<file path="src/rtl/dsp_w_order_ctrl_if.sv">
// rtl/dsp_w_order_ctrl_if.sv - handshake bundle between the AW/W dispatchers and the write-order controller
//
// Purpose: carries the AW/W handshake observations into the write-order
// controller and its steering/back-pressure outputs back to the dispatchers.
// Ports (signals):
//   m_AWVALID_i, m_AWREADY_i, m_AW_slv_id_i : AW handshake and decoded slave ID
//   m_WVALID_i, m_WREADY_i, m_WLAST_i       : W handshake and burst end
//   dsp_AW_slv_id_o, dsp_AW_disable_o       : W dispatcher steering
//   dsp_AW_stall_o                          : AW dispatcher back-pressure
//   outst_cnt_o, proto_err_o                : occupancy and sticky error
// Modports: master = dispatcher/bench side, slave = controller side.
interface dsp_w_order_ctrl_if #(
  parameter int SLV_ID_W = 1,
  parameter int OUTST_W  = 3
);
  logic                m_AWVALID_i;
  logic                m_AWREADY_i;
  logic [SLV_ID_W-1:0] m_AW_slv_id_i;
  logic                m_WVALID_i;
  logic                m_WREADY_i;
  logic                m_WLAST_i;
  logic [SLV_ID_W-1:0] dsp_AW_slv_id_o;
  logic                dsp_AW_disable_o;
  logic                dsp_AW_stall_o;
  logic [OUTST_W-1:0]  outst_cnt_o;
  logic                proto_err_o;

  modport master (
    output m_AWVALID_i, m_AWREADY_i, m_AW_slv_id_i,
    output m_WVALID_i, m_WREADY_i, m_WLAST_i,
    input  dsp_AW_slv_id_o, dsp_AW_disable_o, dsp_AW_stall_o,
    input  outst_cnt_o, proto_err_o
  );

  modport slave (
    input  m_AWVALID_i, m_AWREADY_i, m_AW_slv_id_i,
    input  m_WVALID_i, m_WREADY_i, m_WLAST_i,
    output dsp_AW_slv_id_o, dsp_AW_disable_o, dsp_AW_stall_o,
    output outst_cnt_o, proto_err_o
  );
endinterface

</file>
<file path="src/rtl/dsp_w_order_ctrl.sv">
// rtl/dsp_w_order_ctrl.sv - in-order AW slave-ID queue steering the W dispatcher
//
// Purpose: records the destination slave of each accepted AW and presents the
// oldest one to the W dispatcher until its WLAST handshake, so W bursts reach
// slaves in AW acceptance order. Stalls AW acceptance when the queue is full.
// Ports:
//   ACLK_i    : clock, rising edge
//   ARESETn_i : asynchronous active-low reset
//   bus       : dsp_w_order_ctrl_if.slave (AW/W observations in, steering out)
// All outputs come from registers only, so there is no input-to-output path
// that could close a loop through AWREADY or WREADY.
module dsp_w_order_ctrl #(
  parameter int SLV_AMT     = 2,
  parameter int SLV_ID_W    = (SLV_AMT > 1) ? $clog2(SLV_AMT) : 1,
  parameter int OUTST_DEPTH = 4,
  parameter int OUTST_W     = $clog2(OUTST_DEPTH) + 1
) (
  input  logic              ACLK_i,
  input  logic              ARESETn_i,
  dsp_w_order_ctrl_if.slave bus
);
  localparam int PTR_W = OUTST_W - 1;

  typedef logic [SLV_ID_W-1:0] id_t;

  id_t              mem_q [OUTST_DEPTH];
  id_t              mem_d [OUTST_DEPTH];
  logic [PTR_W-1:0] wr_ptr_q, wr_ptr_d;
  logic [PTR_W-1:0] rd_ptr_q, rd_ptr_d;
  logic [OUTST_W-1:0] cnt_q, cnt_d;
  logic             err_q, err_d;

  logic push, pop, full, empty, push_ok, pop_ok;

  always_comb begin
    push  = bus.m_AWVALID_i & bus.m_AWREADY_i;
    pop   = bus.m_WVALID_i & bus.m_WREADY_i & bus.m_WLAST_i;
    full  = (cnt_q == OUTST_W'(OUTST_DEPTH));
    empty = (cnt_q == '0);
    pop_ok  = pop & ~empty;
    // A push into a full queue is fine when a pop frees the head slot in the
    // same cycle; otherwise it is dropped and flagged.
    push_ok = push & (~full | pop_ok);
  end

  always_comb begin
    mem_d    = mem_q;
    wr_ptr_d = wr_ptr_q;
    rd_ptr_d = rd_ptr_q;
    cnt_d    = cnt_q;
    err_d    = err_q | (push & ~push_ok) | (pop & empty);
    if (push_ok) begin
      mem_d[wr_ptr_q] = bus.m_AW_slv_id_i;
      wr_ptr_d        = wr_ptr_q + PTR_W'(1);
    end
    if (pop_ok) begin
      rd_ptr_d = rd_ptr_q + PTR_W'(1);
    end
    case ({push_ok, pop_ok})
      2'b10:   cnt_d = cnt_q + OUTST_W'(1);
      2'b01:   cnt_d = cnt_q - OUTST_W'(1);
      default: cnt_d = cnt_q;
    endcase
  end

  always_ff @(posedge ACLK_i or negedge ARESETn_i) begin
    if (!ARESETn_i) begin
      for (int i = 0; i < OUTST_DEPTH; i++) begin
        mem_q[i] <= '0;
      end
      wr_ptr_q <= '0;
      rd_ptr_q <= '0;
      cnt_q    <= '0;
      err_q    <= 1'b0;
    end else begin
      mem_q    <= mem_d;
      wr_ptr_q <= wr_ptr_d;
      rd_ptr_q <= rd_ptr_d;
      cnt_q    <= cnt_d;
      err_q    <= err_d;
    end
  end

  // Head is forced to 0 when empty so stale memory never leaks out.
  assign bus.dsp_AW_slv_id_o  = empty ? '0 : mem_q[rd_ptr_q];
  assign bus.dsp_AW_disable_o = empty;
  assign bus.dsp_AW_stall_o   = full;
  assign bus.outst_cnt_o      = cnt_q;
  assign bus.proto_err_o      = err_q;
endmodule

</file>
<file path="src/flat_wrapper.sv">
// flat-port wrapper written by rule: the top's interface ports become plain ports
module dsp_w_order_ctrl_flat 
#(
  parameter int SLV_AMT     = 2,
  parameter int SLV_ID_W    = (SLV_AMT > 1) ? $clog2(SLV_AMT) : 1,
  parameter int OUTST_DEPTH = 4,
  parameter int OUTST_W     = $clog2(OUTST_DEPTH) + 1
)
  (ACLK_i, ARESETn_i, bus_m_AWVALID_i, bus_m_AWREADY_i, bus_m_AW_slv_id_i, bus_m_WVALID_i, bus_m_WREADY_i, bus_m_WLAST_i, bus_dsp_AW_slv_id_o, bus_dsp_AW_disable_o, bus_dsp_AW_stall_o, bus_outst_cnt_o, bus_proto_err_o);
  dsp_w_order_ctrl_if #(.SLV_ID_W(SLV_ID_W), .OUTST_W(OUTST_W)) bus_i ();
  input  logic ACLK_i;
  input  logic ARESETn_i;
  input wire logic [$bits(bus_i.m_AWVALID_i)-1:0] bus_m_AWVALID_i;
  input wire logic [$bits(bus_i.m_AWREADY_i)-1:0] bus_m_AWREADY_i;
  input wire logic [$bits(bus_i.m_AW_slv_id_i)-1:0] bus_m_AW_slv_id_i;
  input wire logic [$bits(bus_i.m_WVALID_i)-1:0] bus_m_WVALID_i;
  input wire logic [$bits(bus_i.m_WREADY_i)-1:0] bus_m_WREADY_i;
  input wire logic [$bits(bus_i.m_WLAST_i)-1:0] bus_m_WLAST_i;
  output wire logic [$bits(bus_i.dsp_AW_slv_id_o)-1:0] bus_dsp_AW_slv_id_o;
  output wire logic [$bits(bus_i.dsp_AW_disable_o)-1:0] bus_dsp_AW_disable_o;
  output wire logic [$bits(bus_i.dsp_AW_stall_o)-1:0] bus_dsp_AW_stall_o;
  output wire logic [$bits(bus_i.outst_cnt_o)-1:0] bus_outst_cnt_o;
  output wire logic [$bits(bus_i.proto_err_o)-1:0] bus_proto_err_o;
  assign bus_i.m_AWVALID_i = bus_m_AWVALID_i;
  assign bus_i.m_AWREADY_i = bus_m_AWREADY_i;
  assign bus_i.m_AW_slv_id_i = bus_m_AW_slv_id_i;
  assign bus_i.m_WVALID_i = bus_m_WVALID_i;
  assign bus_i.m_WREADY_i = bus_m_WREADY_i;
  assign bus_i.m_WLAST_i = bus_m_WLAST_i;
  assign bus_dsp_AW_slv_id_o = bus_i.dsp_AW_slv_id_o;
  assign bus_dsp_AW_disable_o = bus_i.dsp_AW_disable_o;
  assign bus_dsp_AW_stall_o = bus_i.dsp_AW_stall_o;
  assign bus_outst_cnt_o = bus_i.outst_cnt_o;
  assign bus_proto_err_o = bus_i.proto_err_o;
  dsp_w_order_ctrl #(.SLV_AMT(SLV_AMT), .SLV_ID_W(SLV_ID_W), .OUTST_DEPTH(OUTST_DEPTH), .OUTST_W(OUTST_W)) u_core (.ACLK_i(ACLK_i), .ARESETn_i(ARESETn_i), .bus(bus_i));
endmodule
</file>
<file path="config.mk">
export PLATFORM = sky130hd
export DESIGN_NAME = dsp_w_order_ctrl_flat
export DESIGN_NICKNAME = d
export VERILOG_FILES = /design/src/rtl/dsp_w_order_ctrl_if.sv /design/src/rtl/dsp_w_order_ctrl.sv /design/src/flat_wrapper.sv
export SDC_FILE = /design/constraint.sdc
export NUM_CORES = 1
export LEC_CHECK = 0
export CORE_MARGIN = 2
export CORE_UTILIZATION = 40
export CTS_CLUSTER_DIAMETER = 30
export DETAILED_ROUTE_END_ITERATION = 8
export GPL_ROUTABILITY_DRIVEN = 0
export GPL_TIMING_DRIVEN = 0
export PLACE_DENSITY = 0.63
export SKIP_CTS_REPAIR_TIMING = 1
export SLEW_MARGIN = 15
export SYNTH_ARGS = -nofsm -noshare
export SYNTH_HDL_FRONTEND = slang
export SYNTH_SLANG_ARGS = --single-unit
</file>
<file path="constraint.sdc">
create_clock -name ACLK_i -period 5.5 [get_ports ACLK_i]
set_clock_uncertainty 0.1 [all_clocks]
set_input_delay 0.55 -clock ACLK_i [delete_from_list [all_inputs] [get_ports ACLK_i]]
set_output_delay 0.55 -clock ACLK_i [all_outputs]
set_load 0.02 [all_outputs]
</file>
==> flow_results.xml, run 1 <==
<?xml version="1.0" encoding="UTF-8"?>
<metrics>
  <group name="status">
    <metric name="outcome" unit="">finished clean</metric>
  </group>
  <group name="sta">
    <metric name="relSlewSlack" unit="%">60.96</metric>
    <metric name="tns" unit="ps">0</metric>
    <metric name="timing.final.crit_period" unit="ps">2652</metric>
    <metric name="achievable-frequency" unit="MHz">377.0</metric>
    <metric name="timing_worst_slew_pin_value" unit="ps">581.2</metric>
    <metric name="hold_slack" unit="ps">387.5</metric>
    <metric name="report.final.hold_viol_count" unit="">0</metric>
    <metric name="maxSlewViolCount" unit="">0</metric>
    <metric name="min_period_over_period" unit="%">48.22</metric>
    <metric name="rsz0062_at_grt" unit="">false</metric>
    <metric name="setup-violations-final" unit="">0</metric>
    <metric name="postLayoutSetupSlackWorst" unit="ps">2848</metric>
  </group>
  <group name="floorplanning">
    <metric name="die_h" unit="um">49.30</metric>
    <metric name="initial_core_utilization" unit="%">42.27</metric>
    <metric name="die_area" unit="um2">2430</metric>
    <metric name="rows" unit="">16</metric>
    <metric name="num_io_pins" unit="">15</metric>
    <metric name="core_region_area" unit="um2">1942</metric>
    <metric name="die_x" unit="um">49.30</metric>
  </group>
  <group name="cts">
    <metric name="clock_latency" unit="ps">270</metric>
    <metric name="tritoncts.num_buffers" unit="">3</metric>
    <metric name="tritoncts_clock_tree" unit="">yes</metric>
    <metric name="clock-root-buffer" unit="">sky130_fd_sc_hd__clkbuf_4</metric>
    <metric name="clkSlewWorstSetupHoldPaths" unit="ps">70</metric>
    <metric name="cts_sinks" unit="">12</metric>
    <metric name="cts_max_level" unit="">1</metric>
    <metric name="cts_buffer_depth" unit="">2</metric>
  </group>
  <group name="grt">
    <metric name="gr-max-usage-layer" unit="">met2</metric>
    <metric name="grt_pass1_wl" unit="mm">2.904</metric>
    <metric name="grt_start_max_net_pins" unit="">13</metric>
    <metric name="globalRoute.totalOverflow" unit="">0</metric>
    <metric name="antenna_found_initial" unit="">0</metric>
    <metric name="globalRouteMet1Util" unit="%">20.66</metric>
    <metric name="grt_pass1_vias" unit="">646</metric>
    <metric name="global_route.usage.met2" unit="%">25.00</metric>
    <metric name="grt.met3_usage" unit="%">5.828</metric>
    <metric name="total_routing_resource_utilization_after_global_routing" unit="%">15.78</metric>
  </group>
  <group name="logic_synthesis">
    <metric name="postSynthRegisterBits" unit="">12</metric>
    <metric name="synth_cells" unit="">77</metric>
    <metric name="mean_instance_size_in_the_synthesized_netlist" unit="um2">10.66</metric>
    <metric name="synth_flop_cell" unit="">sky130_fd_sc_hd__dfrtp_1</metric>
    <metric name="async_flop_share" unit="%">100.0</metric>
    <metric name="yosys-top-cells-area" unit="">sky130_fd_sc_hd__dfrtp_1 (37%), sky130_fd_sc_hd__ha_1 (6.1%), sky130_fd_sc_hd__mux2_1 (5.5%), sky130_fd_sc_hd__nand3_1 (3.7%), sky130_fd_sc_hd__mux2_4 (3.7%)</metric>
    <metric name="synth_edf_count" unit="">0</metric>
    <metric name="ys.warnings.count" unit="">0</metric>
    <metric name="syn_area" unit="um2">820.8</metric>
    <metric name="synth_sequential_area_ratio" unit="%">36.59</metric>
    <metric name="synth_top_area_share" unit="%">36.59</metric>
    <metric name="yosysUniqueCellTypes" unit="">37</metric>
    <metric name="synthesis.nets" unit="">90</metric>
    <metric name="synth_largest_area_cell" unit="">sky130_fd_sc_hd__dfrtp_1</metric>
  </group>
  <group name="critical_path">
    <metric name="worstSetupPathType" unit="">register to primary output</metric>
    <metric name="crit_arrival" unit="ps">2000</metric>
    <metric name="setup.worst_path.start_class" unit="">register</metric>
    <metric name="worst_setup_path_end_kind" unit="">primary output</metric>
    <metric name="crit_family" unit="">buffers and inverters</metric>
    <metric name="crit_path_start" unit="">u_core.bus.outst_cnt_o[1]</metric>
    <metric name="timing.critical_path.slowest_cell_delay" unit="ps">720</metric>
    <metric name="buffers_and_inverters_on_the_worst_path" unit="">1</metric>
    <metric name="crit_fanout" unit="">7</metric>
    <metric name="critical_path.reg2reg.startpoint" unit="">u_core.bus.outst_cnt_o[1]</metric>
    <metric name="worstPathCellList" unit="">nor3_1, clkdlybuf4s50_1</metric>
    <metric name="required" unit="ps">4850</metric>
    <metric name="crit_path_top_delay_cell" unit="">sky130_fd_sc_hd__clkdlybuf4s50_1</metric>
  </group>
  <group name="placed_design">
    <metric name="dp_hpwl" unit="mm">1.314</metric>
    <metric name="dpl-instance-area" unit="um2">994.7</metric>
    <metric name="port_buffers" unit="">14</metric>
    <metric name="preCtsSetupSlack" unit="ps">2639</metric>
  </group>
  <group name="route">
    <metric name="detail_route.vias_per_cell" unit="">5.352</metric>
    <metric name="via_count" unit="">653</metric>
    <metric name="postRouteAntennaNets" unit="">0</metric>
    <metric name="wl" unit="mm">1.679</metric>
    <metric name="drt_pass1_iterations" unit="">5</metric>
    <metric name="drt_iter0_markers" unit="">11</metric>
    <metric name="detail_route.wl_per_cell" unit="um">13.76</metric>
    <metric name="drc" unit="">0</metric>
  </group>
  <group name="final_layout">
    <metric name="antennaDiodeCount" unit="">0</metric>
    <metric name="multiInputGateArea" unit="um2">490.5</metric>
    <metric name="nNetsFinal" unit="">109</metric>
    <metric name="fillers" unit="">173</metric>
    <metric name="flow.area_growth_from_synthesis" unit="%">25.61</metric>
    <metric name="seq_area" unit="um2">300.3</metric>
    <metric name="design_area" unit="um2">1031</metric>
    <metric name="post_route_cells_drive_above_1_share" unit="%">17.89</metric>
  </group>
  <group name="run">
    <metric name="maxCapViolCount" unit="">0</metric>
  </group>
  <group name="worst_hold_path">
    <metric name="hold_wc_startpoint" unit="">u_core.bus.proto_err_o</metric>
    <metric name="hold_path.class" unit="">register to register</metric>
  </group>
  <group name="power">
    <metric name="p_per_area" unit="nW/um2">461.7</metric>
    <metric name="p_leak" unit="nW">0.4301</metric>
    <metric name="vdd.ir_drop.worst" unit="uV">277.6</metric>
  </group>
</metrics>
[sequential cells by signal (all words and copies together), names as in the netlist]
| signal | count |
|---|---|
| u_core.mem_q | 4 |
| u_core.bus.outst_cnt_o | 3 |
| u_core.rd_ptr_q | 2 |
| u_core.wr_ptr_q | 2 |
| u_core.bus.proto_err_o | 1 |
[path summary, 6_finish.rpt]
| kind | depth (start not counted) | end | slack [ps] |
|---|---|---|---|
| min reg2reg | 2 | u_core.bus.proto_err_o | 390 |
| max in group asynchronous | 1 | u_core.bus.outst_cnt_o[2] | 4440 |
| max | 2 | bus_dsp_AW_disable_o | 2850 |
| min | 2 | u_core.bus.proto_err_o | 390 |
| max reg2reg | 6 | u_core.bus.outst_cnt_o[1] | 3050 |
| min in group asynchronous | 1 | u_core.mem_q[3] | 520 |
[routing by layer]
| layer | wire [um] | vias to the layer above | share of wire, % |
|---|---|---|---|
| met5 | 0 | - | 0 |
| met4 | 0 | 0 | 0 |
| met3 | 68 | 0 | 4.1 |
| met2 | 792 | 14 | 47 |
| met1 | 818 | 319 | 49 |
| li1 | - | 320 | - |
[through the flow]
stage,total power (W),instances,util (%)
6_report,0.0004760,122,53.09
5_1_grt,0.0005122,122,53.09
4_1_cts,0.0004789,122,53.09
3_5_place_dp,0.0004091,118,51.22
3_3_place_gp,0.0003995,118,51.22
2_1_floorplan,0.0003217,77,-
[logic make-up after synthesis]
| group | share of synthesized area, % |
|---|---|
| DFF | 36.59 |
| and+or+nand+nor | 18.30 |
| AOI/OAI and AO/OA | 16.62 |
| xor gates and xnor gates | 3.202 |
| buffers and inverters | 3.657 |
| adders and majority gates | 8.537 |
| muxes | 13.11 |
[placed cells by master, fill, tap and decap left out, drive strengths merged, types with 2 or more instances in the layout]
cell type      instances
a21oi                  6
nor3b                  2
buf                    3
and3                   2
nor2                   2
nand3                  7
xor2                   2
nor3                   2
mux2                   6
a21boi                 2
nand2                  3
a211oi                 2
inv                    4
dfrtp                 12
ha                     4
clkbuf                 4
o221ai                 2
clkdlybuf4s50         14
[worst min-delay path: stages, from the launching register on]
cell and delay [ps]:
sky130_fd_sc_hd__dfrtp_1 350, sky130_fd_sc_hd__a21oi_1 40, sky130_fd_sc_hd__o21ai_0 60
[report_power, final]
group	leakage [nW]	internal, W	total, W	switching, W
combinational	0.266	0.000127	0.000239	0.000112
clock	0.0210	0.0000402	0.0000672	0.0000270
sequential	0.143	0.000127	0.000170	0.0000427
total	0.430	0.000295	0.000476	0.000181
[cells in the mapped netlist, types with 2 or more instances]
master	number
sky130_fd_sc_hd__o221ai_1	2
sky130_fd_sc_hd__nor2_1	2
sky130_fd_sc_hd__inv_1	4
sky130_fd_sc_hd__dfrtp_1	12
sky130_fd_sc_hd__a21boi_0	2
sky130_fd_sc_hd__xor2_1	2
sky130_fd_sc_hd__ha_1	4
sky130_fd_sc_hd__nand2_1	3
sky130_fd_sc_hd__a21oi_1	5
sky130_fd_sc_hd__and3_1	2
sky130_fd_sc_hd__mux2_4	2
sky130_fd_sc_hd__nand3_1	6
sky130_fd_sc_hd__mux2_1	4
sky130_fd_sc_hd__nor3_1	2
sky130_fd_sc_hd__buf_2	3
[layout make-up]
| class | instances | share of cell area [%] |
|---|---|---|
| buffer | 3 | 1.456 |
| clock buffer | 4 | 3.519 |
| inverter | 4 | 1.456 |
| multi-input combinational | 58 | 47.57 |
| sequential | 12 | 29.13 |
| tap | 27 | 3.277 |
| timing repair buffer | 14 | 13.59 |
Power figures use the tool's default switching activity.
==> run 2, diff against run 1 <==
--- a/config.mk
+++ b/config.mk
@@ -11,7 +11,7 @@
 export DETAILED_ROUTE_END_ITERATION = 8
 export GPL_ROUTABILITY_DRIVEN = 0
 export GPL_TIMING_DRIVEN = 0
-export PLACE_DENSITY = 0.63
+export PLACE_DENSITY = 0.65
 export SKIP_CTS_REPAIR_TIMING = 1
 export SLEW_MARGIN = 15
 export SYNTH_ARGS = -nofsm -noshare
==> constraint.sdc (replaced) <==
create_clock -name ACLK_i -period 2.2 [get_ports ACLK_i]
set_clock_uncertainty 0.1 [all_clocks]
set_input_delay 0.22 -clock ACLK_i [delete_from_list [all_inputs] [get_ports ACLK_i]]
set_output_delay 0.22 -clock ACLK_i [all_outputs]
set_load 0.02 [all_outputs]
==> run 2 against run 1 <==
  * Cell count up 4.1%
  * Sequential cell count stayed put
  * Register-to-register slack lost 2900 ps
  * Clock power rose by 99%
  * Global-route usage down 0.32 points
  * Sequential share of layout area decreased by 1.3 points
  * First-iteration DRC count rose by 91%
  * Design area grew 5.6%
  * Highest routed layer is now met4
==> flow_results.xml, run 2 (same netlist as run 1, synthesis figures left out) <==
<?xml version="1.0" encoding="UTF-8"?>
<metrics>
  <group name="status">
    <metric name="outcome" unit="">finished clean</metric>
  </group>
  <group name="critical_path">
    <metric name="critical_path.reg2reg.startpoint" unit="">u_core.bus.outst_cnt_o[1]</metric>
    <metric name="worst_setup_path_end_kind" unit="">primary output</metric>
    <metric name="crit_arrival" unit="ps">1760</metric>
    <metric name="crit_path_start" unit="">u_core.bus.outst_cnt_o[0]</metric>
    <metric name="worstSetupPathType" unit="">register to primary output</metric>
    <metric name="crit_fanout" unit="">8</metric>
    <metric name="required" unit="ps">1880</metric>
    <metric name="timing.critical_path.slowest_cell_delay" unit="ps">590</metric>
    <metric name="worstPathCellList" unit="">nor3_4, buf_4, clkdlybuf4s50_1</metric>
    <metric name="crit_path_top_delay_cell" unit="">sky130_fd_sc_hd__clkdlybuf4s50_1</metric>
    <metric name="setup.worst_path.start_class" unit="">register</metric>
  </group>
  <group name="power">
    <metric name="p_per_area" unit="nW/um2">1121</metric>
    <metric name="switching_share" unit="%">38.62</metric>
    <metric name="internal_power" unit="W">0.0007487</metric>
    <metric name="p_leak" unit="nW">0.4664</metric>
    <metric name="vdd.ir_drop.worst" unit="uV">565.1</metric>
    <metric name="power_frac_clock" unit="%">11.0</metric>
    <metric name="report.power.total" unit="W">0.001220</metric>
    <metric name="p_seq_share" unit="%">35.0</metric>
    <metric name="power_switching" unit="W">0.0004711</metric>
    <metric name="power.share.combinational" unit="%">54.0</metric>
  </group>
  <group name="cts">
    <metric name="cts_buffer_depth" unit="">2</metric>
    <metric name="clock_latency" unit="ps">280</metric>
    <metric name="clkSlewWorstSetupHoldPaths" unit="ps">70</metric>
    <metric name="tritoncts.num_buffers" unit="">3</metric>
    <metric name="cts_max_level" unit="">1</metric>
    <metric name="clock-root-buffer" unit="">sky130_fd_sc_hd__clkbuf_4</metric>
    <metric name="tritoncts_clock_tree" unit="">yes</metric>
    <metric name="cts_sinks" unit="">12</metric>
  </group>
  <group name="route">
    <metric name="detail_route.wl_per_cell" unit="um">13.94</metric>
    <metric name="via_count" unit="">667</metric>
    <metric name="drt_pass1_iterations" unit="">4</metric>
    <metric name="drt_iter0_markers" unit="">21</metric>
    <metric name="postRouteAntennaNets" unit="">0</metric>
    <metric name="wl" unit="mm">1.771</metric>
    <metric name="drc" unit="">0</metric>
    <metric name="detail_route.vias_per_cell" unit="">5.252</metric>
  </group>
  <group name="sta">
    <metric name="report.final.hold_viol_count" unit="">0</metric>
    <metric name="min_period_over_period" unit="%">94.46</metric>
    <metric name="rsz0062_at_grt" unit="">false</metric>
    <metric name="hold_slack" unit="ps">199.6</metric>
    <metric name="tns" unit="ps">0</metric>
    <metric name="setup-violations-final" unit="">0</metric>
    <metric name="maxSlewViolCount" unit="">0</metric>
    <metric name="timing.final.crit_period" unit="ps">2078</metric>
    <metric name="timing_worst_slew_pin_value" unit="ps">555.1</metric>
    <metric name="relSlewSlack" unit="%">62.88</metric>
    <metric name="achievable-frequency" unit="MHz">481.2</metric>
  </group>
  <group name="placed_design">
    <metric name="dpl-instance-area" unit="um2">1006</metric>
    <metric name="dp_cells" unit="">118</metric>
    <metric name="port_buffers" unit="">14</metric>
    <metric name="dp_hpwl" unit="mm">1.228</metric>
  </group>
  <group name="final_layout">
    <metric name="antennaDiodeCount" unit="">0</metric>
    <metric name="nNetsFinal" unit="">115</metric>
    <metric name="layout.cells.most_common_list" unit="">sky130_fd_sc_hd__clkdlybuf4s50_1 (13), sky130_fd_sc_hd__dfrtp_1 (10), sky130_fd_sc_hd__nand3_1 (6), sky130_fd_sc_hd__buf_4 (6), sky130_fd_sc_hd__a21oi_1 (5)</metric>
    <metric name="leading_cell_type_in_the_layout_fill_and_taps_excluded" unit="">sky130_fd_sc_hd__clkdlybuf4s50_1</metric>
    <metric name="number_of_flip_flops_in_the_largest_register" unit="">4</metric>
    <metric name="final-instance-count-excl-fill" unit="">127</metric>
    <metric name="post_route_cells_drive_above_1_share" unit="%">26.00</metric>
    <metric name="design_area" unit="um2">1089</metric>
    <metric name="flow.area_growth_from_synthesis" unit="%">32.62</metric>
    <metric name="max_flop_register" unit="">u_core.mem_q</metric>
  </group>
  <group name="grt">
    <metric name="grt_start_max_net_pins" unit="">13</metric>
    <metric name="grt_pass1_wl" unit="mm">2.766</metric>
    <metric name="antenna_found_initial" unit="">0</metric>
    <metric name="total_routing_resource_utilization_after_global_routing" unit="%">15.45</metric>
    <metric name="grt_pass1_vias" unit="">583</metric>
    <metric name="globalRoute.totalOverflow" unit="">0</metric>
  </group>
  <group name="floorplanning">
    <metric name="rows" unit="">16</metric>
    <metric name="core_region_area" unit="um2">1942</metric>
    <metric name="num_io_pins" unit="">15</metric>
    <metric name="die_area" unit="um2">2430</metric>
    <metric name="die_h" unit="um">49.30</metric>
    <metric name="initial_core_utilization" unit="%">42.27</metric>
    <metric name="die_x" unit="um">49.30</metric>
  </group>
  <group name="run">
    <metric name="maxCapViolCount" unit="">0</metric>
  </group>
  <group name="worst_hold_path">
    <metric name="hold_path.class" unit="">input pin to asynchronous set/reset pin</metric>
  </group>
</metrics>
run 2: per-layer routing:
metal | wire length [um] | vias up | GRT usage (%)
met2 | 794 | 13 | 19.59
met5 | 0 | - | 0
met4 | 36 | 0 | 9.048
met1 | 861 | 316 | 22.01
met3 | 78 | 5 | 5.521
li1 | - | 333 | -
run 2: worst paths after layout:
check | slack (ps) | end | depth (start not counted)
min | 200 | u_core.mem_q[1] | 1
max in group asynchronous | 1400 | u_core.bus.outst_cnt_o[2] | 1
max reg2reg | 130 | u_core.bus.outst_cnt_o[2] | 7
min reg2reg | 380 | u_core.bus.proto_err_o | 2
min in group ACLK_i | 380 | u_core.bus.proto_err_o | 2
max | 120 | bus_dsp_AW_disable_o | 3
run 2: critical path, delay by kind of cell (launching register included):
| kind | cells | cell delay [ps] |
|---|---|---|
| buffers and inverters | 2 | 750 |
| and+or+nand+nor | 1 | 260 |
| DFF | 1 | 470 |
run 2: cell type report:
| cell class | instances | area (um2) |
|---|---|---|
| Sequential cell | 12 | 302.8 |
| Buffer | 3 | 15.01 |
| Tap cell | 27 | 33.78 |
| Inverter | 4 | 15.01 |
| Timing Repair Buffer | 20 | 187.7 |
| Fill cell | 187 | 853.3 |
| Multi-Input combinational cell | 58 | 511.7 |
| Clock buffer | 3 | 22.52 |
run 2: power by group through the flow:
| stage | logic, W | registers [W] | clock network, W |
|---|---|---|---|
| 2_1_floorplan | 0.000394 | 0.000428 | 0 |
| 3_3_place_gp | 0.000593 | 0.000424 | 0 |
| 3_5_place_dp | 0.000607 | 0.000427 | 0 |
| 4_1_cts | 0.000610 | 0.000423 | 0.000141 |
| 5_1_grt | 0.000716 | 0.000447 | 0.000153 |
| 6_report | 0.000659 | 0.000427 | 0.000134 |
run 2: stage by stage:
step                util (%)  worst slack (ps)
floorplan                  -             27.61
global placement       51.80            -305.8
detailed placement     51.80            -319.1
CTS                    52.96            -36.76
global route           56.06             1.661
finish                 56.06             121.9
